<file path="config.mk">
export PLATFORM = sky130hd
export DESIGN_NAME = mod_instruction_fetch_unit
export DESIGN_NICKNAME = d
export VERILOG_FILES = /design/src/rtl/mod_instruction_fetch_unit.sv
export SDC_FILE = /design/constraint.sdc
export NUM_CORES = 2
export LEC_CHECK = 0
export CAP_MARGIN = 20
export CORE_ASPECT_RATIO = 0.5
export CORE_UTILIZATION = 45
export CTS_CLUSTER_SIZE = 14
export DETAILED_ROUTE_END_ITERATION = 16
export REMOVE_ABC_BUFFERS = 1
export SLEW_MARGIN = 20
export SYNTH_ARGS = -nofsm -noshare
export SYNTH_HDL_FRONTEND = slang
export SYNTH_SLANG_ARGS = --single-unit
</file>
<file path="constraint.sdc">
create_clock -name clk -period 5.1 [get_ports clk]
set_clock_uncertainty 0.15 [all_clocks]
set_input_delay 0.765 -clock clk [delete_from_list [all_inputs] [get_ports clk]]
set_output_delay 0.765 -clock clk [all_outputs]
set_load 0.01 [all_outputs]
</file>
<file path="src/rtl/mod_instruction_fetch_unit.sv">
// Instruction fetch unit: loads a program into local storage, then streams it out
// under valid/ready flow control with branch redirect. Define FETCH_COUNT_EN to add fetch_count.
module mod_instruction_fetch_unit #(
    parameter int DATA_WIDTH = 32,
    parameter int ADDR_WIDTH = 30,
    parameter int DEPTH      = 64
) (
    input  logic                  clk,
    input  logic                  rst,
    input  logic                  load_en,
    input  logic [ADDR_WIDTH-1:0] load_addr,
    input  logic [DATA_WIDTH-1:0] load_data,
    input  logic                  load_last,
    input  logic                  fetch_en,
    input  logic                  redirect_en,
    input  logic [ADDR_WIDTH-1:0] redirect_addr,
    input  logic                  out_ready,
    output logic                  out_valid,
    output logic [DATA_WIDTH-1:0] instruction,
    output logic [ADDR_WIDTH-1:0] address,
    output logic                  mem_end
`ifdef FETCH_COUNT_EN
    ,
    output logic [31:0]           fetch_count
`endif
);

    localparam int IDX_W = (DEPTH > 1) ? $clog2(DEPTH) : 1;
    // One extra bit so prog_len can hold DEPTH and load_addr+1 never wraps.
    localparam int LEN_W = ADDR_WIDTH + 1;
    localparam logic [LEN_W-1:0] DEPTH_L = LEN_W'(DEPTH);

    typedef enum logic [1:0] {
        IDLE,
        RUN,
        DONE
    } state_t;

    state_t                state_q, state_d;
    logic [ADDR_WIDTH-1:0] rp_q, rp_d;
    logic [LEN_W-1:0]      prog_len_q, prog_len_d;
    logic                  out_valid_q, out_valid_d;
    logic [DATA_WIDTH-1:0] instruction_q, instruction_d;
    logic [ADDR_WIDTH-1:0] address_q, address_d;
    logic                  mem_end_q, mem_end_d;
`ifdef FETCH_COUNT_EN
    logic [31:0]           fetch_count_q, fetch_count_d;
`endif

    logic [DATA_WIDTH-1:0] mem [DEPTH];
    logic                  load_in_range;
    logic                  mem_we;
    logic [LEN_W-1:0]      load_len;
    logic [LEN_W-1:0]      load_len_clip;
    logic                  rp_in_range;
    logic                  rp_in_prog;
    logic                  slot_free;
    logic [DATA_WIDTH-1:0] rd_data;

    assign load_in_range = {1'b0, load_addr} < DEPTH_L;
    assign mem_we        = (state_q == IDLE) && load_en && load_in_range;
    assign load_len      = {1'b0, load_addr} + LEN_W'(1);
    assign load_len_clip = (load_len > DEPTH_L) ? DEPTH_L : load_len;
    assign rp_in_range   = {1'b0, rp_q} < DEPTH_L;
    assign rp_in_prog    = {1'b0, rp_q} < prog_len_q;
    assign rd_data       = rp_in_range ? mem[rp_q[IDX_W-1:0]] : '0;
    assign slot_free     = !out_valid_q || out_ready;

    // NOTE: the program store has no reset so it maps onto plain RAM and survives rst.
    always_ff @(posedge clk) begin
        if (mem_we) begin
            mem[load_addr[IDX_W-1:0]] <= load_data;
        end
    end

    // NOTE: every *_d gets a hold value first so no path through the case infers a latch.
    always_comb begin
        state_d       = state_q;
        rp_d          = rp_q;
        prog_len_d    = prog_len_q;
        out_valid_d   = out_valid_q;
        instruction_d = instruction_q;
        address_d     = address_q;

        case (state_q)
            IDLE: begin
                out_valid_d = 1'b0;
                if (load_en && load_last) begin
                    prog_len_d = load_len_clip;
                end
                // A load_last beat in the same cycle already counts toward the length.
                if (fetch_en && (prog_len_d != '0)) begin
                    state_d = RUN;
                    rp_d    = '0;
                end
            end
            RUN: begin
                if (redirect_en) begin
                    out_valid_d = 1'b0;
                    rp_d        = redirect_addr;
                end else if (slot_free) begin
                    if (!rp_in_prog) begin
                        out_valid_d = 1'b0;
                        state_d     = DONE;
                    end else if (fetch_en) begin
                        instruction_d = rd_data;
                        address_d     = rp_q;
                        out_valid_d   = 1'b1;
                        rp_d          = rp_q + ADDR_WIDTH'(1);
                    end else begin
                        out_valid_d = 1'b0;
                    end
                end
            end
            DONE: begin
                out_valid_d = 1'b0;
                if (!fetch_en) begin
                    state_d = IDLE;
                end
            end
            default: begin
                state_d     = IDLE;
                out_valid_d = 1'b0;
            end
        endcase

        mem_end_d = (state_d == DONE);
    end

`ifdef FETCH_COUNT_EN
    always_comb begin
        fetch_count_d = fetch_count_q;
        if ((state_q == IDLE) && (state_d == RUN)) begin
            fetch_count_d = '0;
        end else if (out_valid_q && out_ready && (fetch_count_q != '1)) begin
            fetch_count_d = fetch_count_q + 32'd1;
        end
    end
`endif

    // NOTE: state uses non-blocking assignments so all flops update together at the edge.
    always_ff @(posedge clk) begin
        if (rst) begin
            state_q       <= IDLE;
            rp_q          <= '0;
            prog_len_q    <= '0;
            out_valid_q   <= 1'b0;
            instruction_q <= '0;
            address_q     <= '0;
            mem_end_q     <= 1'b0;
`ifdef FETCH_COUNT_EN
            fetch_count_q <= '0;
`endif
        end else begin
            state_q       <= state_d;
            rp_q          <= rp_d;
            prog_len_q    <= prog_len_d;
            out_valid_q   <= out_valid_d;
            instruction_q <= instruction_d;
            address_q     <= address_d;
            mem_end_q     <= mem_end_d;
`ifdef FETCH_COUNT_EN
            fetch_count_q <= fetch_count_d;
`endif
        end
    end

    assign out_valid   = out_valid_q;
    assign instruction = instruction_q;
    assign address     = address_q;
    assign mem_end     = mem_end_q;
`ifdef FETCH_COUNT_EN
    assign fetch_count = fetch_count_q;
`endif

endmodule

</file>
* Yosys cells after proc, flatten, opt, wreduce, memory -nomap -nowiden *
Memories as Yosys holds them, arrays and structs flattened. A register that Yosys moved wholly into a read port is not among the register bits.
Index checks and enable logic that the tools add are counted.

word-level totals
  bits in registers = 127
  RAM bits = 2,048
  bits of input ports = 99
  output and inout bits = 64
  memories kept = 1

memories
  name  words  width  read ports  clocked after memory_dff  wr ports  RTL line  source
  mem   64     32     1           1                         1         50        logic [DATA_WIDTH-1:0] mem [DEPTH];

operators by class
  $add $sub $neg = 2
  $lt $le $gt $ge = 4
  equal/unequal tests = 7
  muxes and demuxes = 22
  bitwise gates (word level) = 2
  reductions and logical operators = 12

operator list
  kind                   count
  $mux 30                5
  $mux 31                3
  $lt 30x7->1 const B    2
  $pmux 30 s2            1
  $mux 32                1
  $add 30x1->31 const B  1
  $gt 31x7->1 const B    1
  $lt 30x31->1           1
  $reduce_bool 31->1     1
  $add 30x1->30 const B  1
  $mux 6                 2
  $mux 2                 5
  $reduce_and 5->1       2
  $ne 3x3->1 const B     3
  $pmux 2 s3             1
  $eq 2x2->1 const B     2
  $logic_and 1x1->1      4
  $mux 1                 4
  $reduce_or 3->1        1
  $eq 2x1->1 const B     1
  $logic_not 2->1        1
  $ne 2x1->1 const B     1
  $not 1->1              2
  $reduce_bool 2->1      1
  2 further kinds        2

* Longest topological paths before layout *
  depth in word-level cells = 11
  depth in mapped cells = 12
  gate-level depth less buffers = 10

* Worst setup path after synthesis *
Ideal clock, no wire load.

  path kind = in2reg
  start point = input port load_addr[29]
  end point = memory mem[23][0], enable pin
  data arrival time = 3,452 ps
  slack = 1,077 ps
  stages on the path = 5
  cells stage by stage = or3_1 nand2b_1 nor4_1 nand3_1 nor2_1

between the ends
  word-level cells in the longest chain between the ends = 4

ends and longest elaborated chain
  what                          RTL line  source
  start: declaration            11        input logic [ADDR_WIDTH-1:0] load_addr,
  $lt 30x7->1                   60        assign load_in_range = {1'b0, load_addr} < DEPTH_L;
  $logic_and 1x1->1             61        assign mem_we = (state_q == IDLE) && load_en && load_in_range;
  $mux 1                        71        if (mem_we) begin
  $mux 1 (implied by the code)  72        mem[load_addr[IDX_W-1:0]] <= load_data;
  end: declaration              50

Every way passes these cells.

* Worst setup path in the final report *
  start point = register rp_q[20]
  end point = register instruction_q[21] (netlist: instruction[21])

between the ends
  word-level cells in the longest chain between the ends = 2

ends and longest elaborated chain
  what                                                   RTL line  source
  start: declaration                                     40        logic [ADDR_WIDTH-1:0] rp_q, rp_d;
  start signal: assignment                               156       rp_q <= rp_d;
  $lt 30x31->1 or $lt 30x7->1 (tied branches)            65, 64
  $reduce_and 5->1 (no line) or $mux 32 (tied branches)  --
  end signal: assignment                                 159       instruction_q <= instruction_d;
  end: declaration                                       43        logic [DATA_WIDTH-1:0] instruction_q, instruction_d;

Several ways; a longest one is shown, not always the timed one.
A chain may end at the register's enable or synchronous reset.

==> metrics.yaml <==
route:
  postRouteAntennaNets: 0
  routedWlPerCell_um: 32.61
  postRouteWirelength_mm: 224.3
  first_iter_violations: 5507
  via_per_inst: 6.173
  drt_first_pass_iters: 5
  vias: 42460
  route.detailed.drc: 0
sta:
  setup_viol: 0
  slew_viol_final: 0
  finalHoldViolations: 0
  hold_ws_ns: 0.1543
  fmax_mhz: 242.4
  period_needed_ns: 4.125
  tightest_slew_ns: 1.166
  grt_setup_unrepaired: "no"
  slew_headroom_pct: 22.25
  period_share_pct: 80.88
final_layout:
  finalNetCount: 4366
  syn_to_final_growth_pct: 14.23
  regArea_sq_um: 64180
  multi_input_area_sq_um: 20250
  instances_no_fill: 6878
  n_fill_cell: 14450
  layout-drive-gt1-share_pct: 27.57
  finalCoreUtilization_pct: 51.87
yosys:
  syn_area_sq_um: 84880
  synthArstFlopShare_pct: 0
  syn_inst: 3909
  synth-edff-count: 2048
  synth.distinct_cells: 64
  yosysWarningCount: 0
  syn_avg_cell_area_sq_um: 21.71
  ys_ff_latch: 2181
  ys.flop_type: "edfxtp_1"
  synth.yosys.seq_area_share_pct: 75.59
grt:
  grt_usage_pct: 23.64
  grt_max_degree: 112
  grt_overflow: 0
  grt_pass1_vias: 42300
  grt_pass1_wl_mm: 317.9
  antenna_found_initial: 21
hold_path:
  worst_hold_path.endpoint: "address[16]"
  hold_class: "input port to flip-flop"
  hold_depth: 2
  hold_start: "rst"
placement:
  dpl.hpwl_mm: 128.0
  dp.cells: 6544
  io_buffer_count: 162
  gp_congestion: 0.8408
critical_path:
  reg2reg_depth: 10
  crit_path_max_fanout: 18
  cp.required_ns: 5.68
  crit_path_end_kind: "flip-flop"
  rr_startpoint: "rp_q[20]"
  crit_type: "flip-flop to flip-flop"
  r2r-end: "instruction[21]"
  cp-start-kind: "flip-flop"
  arrival_ns: 4.71
  reg2reg_slack_ns: 0.98
clock_network:
  clock_sinks: 2181
  clock_latency_ns: 0.84
  htree_levels: 4
  postCtsSetupBuffers: 0
  clk_path_buf_depth: 4
  ctsResizeCount: 0
  numCtsBuffers: 196
  cts_hold_buffers: 0
  cts_tree: "yes"
  path_clk_slew_ns: 0.07
  clockRootBuffer: "clkbuf_16"
power:
  power_uw: 35630
  vdd_drop_max_uv: 245.7
  powerDensity_nw_per_um2: 367.5
  cellLeakagePower_uw: 0.02883
floorplanning:
  design.die.area_sq_um: 190500
  core_area_sq_um: 186900
  die_h_um: 309.1
  fp.dieW_um: 616.2
  ios: 163
  core.rowCount: 112
  start_util_pct: 45.41
run:
  maxCapViolCount: 0
status:
  status: "finished clean"
sequential cells by signal (all words and copies together) (netlist names), named ones only:
| name | cells |
|---|---|
| state_q | 2 |
| prog_len_q | 31 |
| mem_end | 1 |
| address | 30 |
| rp_q | 30 |
| mem | 2048 |
| out_valid | 1 |
| instruction | 32 |
report_power, final:
group	switching [uW]	total (uW)	internal (uW)	leakage, uW
combinational	1320	2300	984	0.00658
sequential	53.7	19600	19600	0.0195
clock	6290	13700	7430	0.00277
worst max-delay path by stage:
stage                       start              end  slack (ns)
global placement    load_addr[29]      mem[49][27]        0.30
global route             rp_q[12]  instruction[21]        0.72
CTS                      rp_q[20]  instruction[21]        1.01
finish                   rp_q[20]  instruction[21]        0.98
floorplan               flip-flop  instruction[16]      -17.84
detailed placement  load_addr[12]      mem[49][15]        0.33
worst max-delay path, stage by stage, from the launching register on:
cell and delay [ns]:
dfxtp_1 0.48, ha_1 0.30, a21o_1 0.16, a21o_1 0.17, a221oi_1 0.39, o32ai_1 0.13
a31oi_1 0.63, and3_2 0.69, buf_4 0.40, o2111ai_1 0.27, a21oi_1 0.21
per-stage QoR:
stage	setup WS (ns)	TNS, ns	instance area, sq um
2_1_floorplan	-17.84	-569.81	84060
3_3_place_gp	0.3008	0	91130
3_5_place_dp	0.3272	0	91130
4_1_cts	1.015	0	96860
5_1_grt	0.7218	0	96950
6_report	0.9753	0	96960
synth_stat cells, types with 27 or more instances:
master	n	area [sq um]
inv_1	42	157.7
o21ai_0	28	140.1
dfxtp_1	133	2663
buf_1	65	244.0
nand2_1	195	732.0
nor3_1	33	165.2
edfxtp_1	2048	61500
mux4_2	662	14910
mux2i_1	37	370.4
nand3_1	43	215.2
nor4_1	27	168.9
nor2_1	103	386.6
ha_1	32	400.4
a21oi_1	85	425.4
clkbuf_1	143	536.8
routing by layer:
| layer | global-route usage (%) | wire length [um] | part of all wire, % |
|---|---|---|---|
| met1 | 35.60 | 95170 | 42 |
| met4 | 4.097 | 3348 | 1.5 |
| met2 | 36.59 | 104200 | 46 |
| met5 | 0 | 0 | 0 |
| met3 | 4.596 | 21570 | 9.6 |
kinds of logic after synthesis:
| logic type | count (synthesis) | share of synthesized area, % |
|---|---|---|
| DFF | 2181 | 75.59 |
| muxes | 710 | 18.15 |
| and+or+nand+nor | 500 | 2.786 |
| buffers and inverters | 256 | 1.156 |
| AOI/OAI and AO/OA | 201 | 1.551 |
| adders and majority gates | 32 | 0.4717 |
| xor gates and xnor gates | 29 | 0.2992 |
area by class of cell:
class / instances / share of cell area [%]
diodes: 3 / 0.007743
repair buffers: 342 / 3.603
inverters: 42 / 0.1626
flip-flops and latches: 2181 / 66.20
multi-input cells: 1472 / 20.89
clock inverters: 59 / 0.3975
clock buffers: 271 / 5.508
well taps: 2508 / 3.237
layout by cell type (no fill, tap or decap), drive strengths merged, types with 7 or more instances in the layout:
| cell type | synthesis | routed |
|---|---|---|
| edfxtp | 2048 | 2048 |
| mux4 | 662 | 662 |
| clkbuf | 143 | 271 |
| buf | 71 | 214 |
| nand2 | 195 | 195 |
| dfxtp | 133 | 133 |
| clkdlybuf4s50 | 0 | 128 |
| nor2 | 103 | 103 |
| a21oi | 85 | 85 |
| clkinv | 0 | 50 |
| inv | 42 | 44 |
| nand3 | 44 | 44 |
| mux2i | 37 | 37 |
| nor3 | 33 | 33 |
| ha | 32 | 32 |
| o21ai | 29 | 29 |
| nor4 | 27 | 27 |
| nand4 | 25 | 25 |
| xnor2 | 20 | 20 |
| and3 | 15 | 15 |
| o2111ai | 14 | 14 |
| nand2b | 13 | 13 |
| and4 | 12 | 12 |
| a211oi | 11 | 11 |
| mux2 | 11 | 11 |
| xor2 | 9 | 9 |
| a22oi | 8 | 8 |
| and2 | 7 | 7 |
| a31oi | 7 | 7 |
Power figures use the tool's default switching activity.
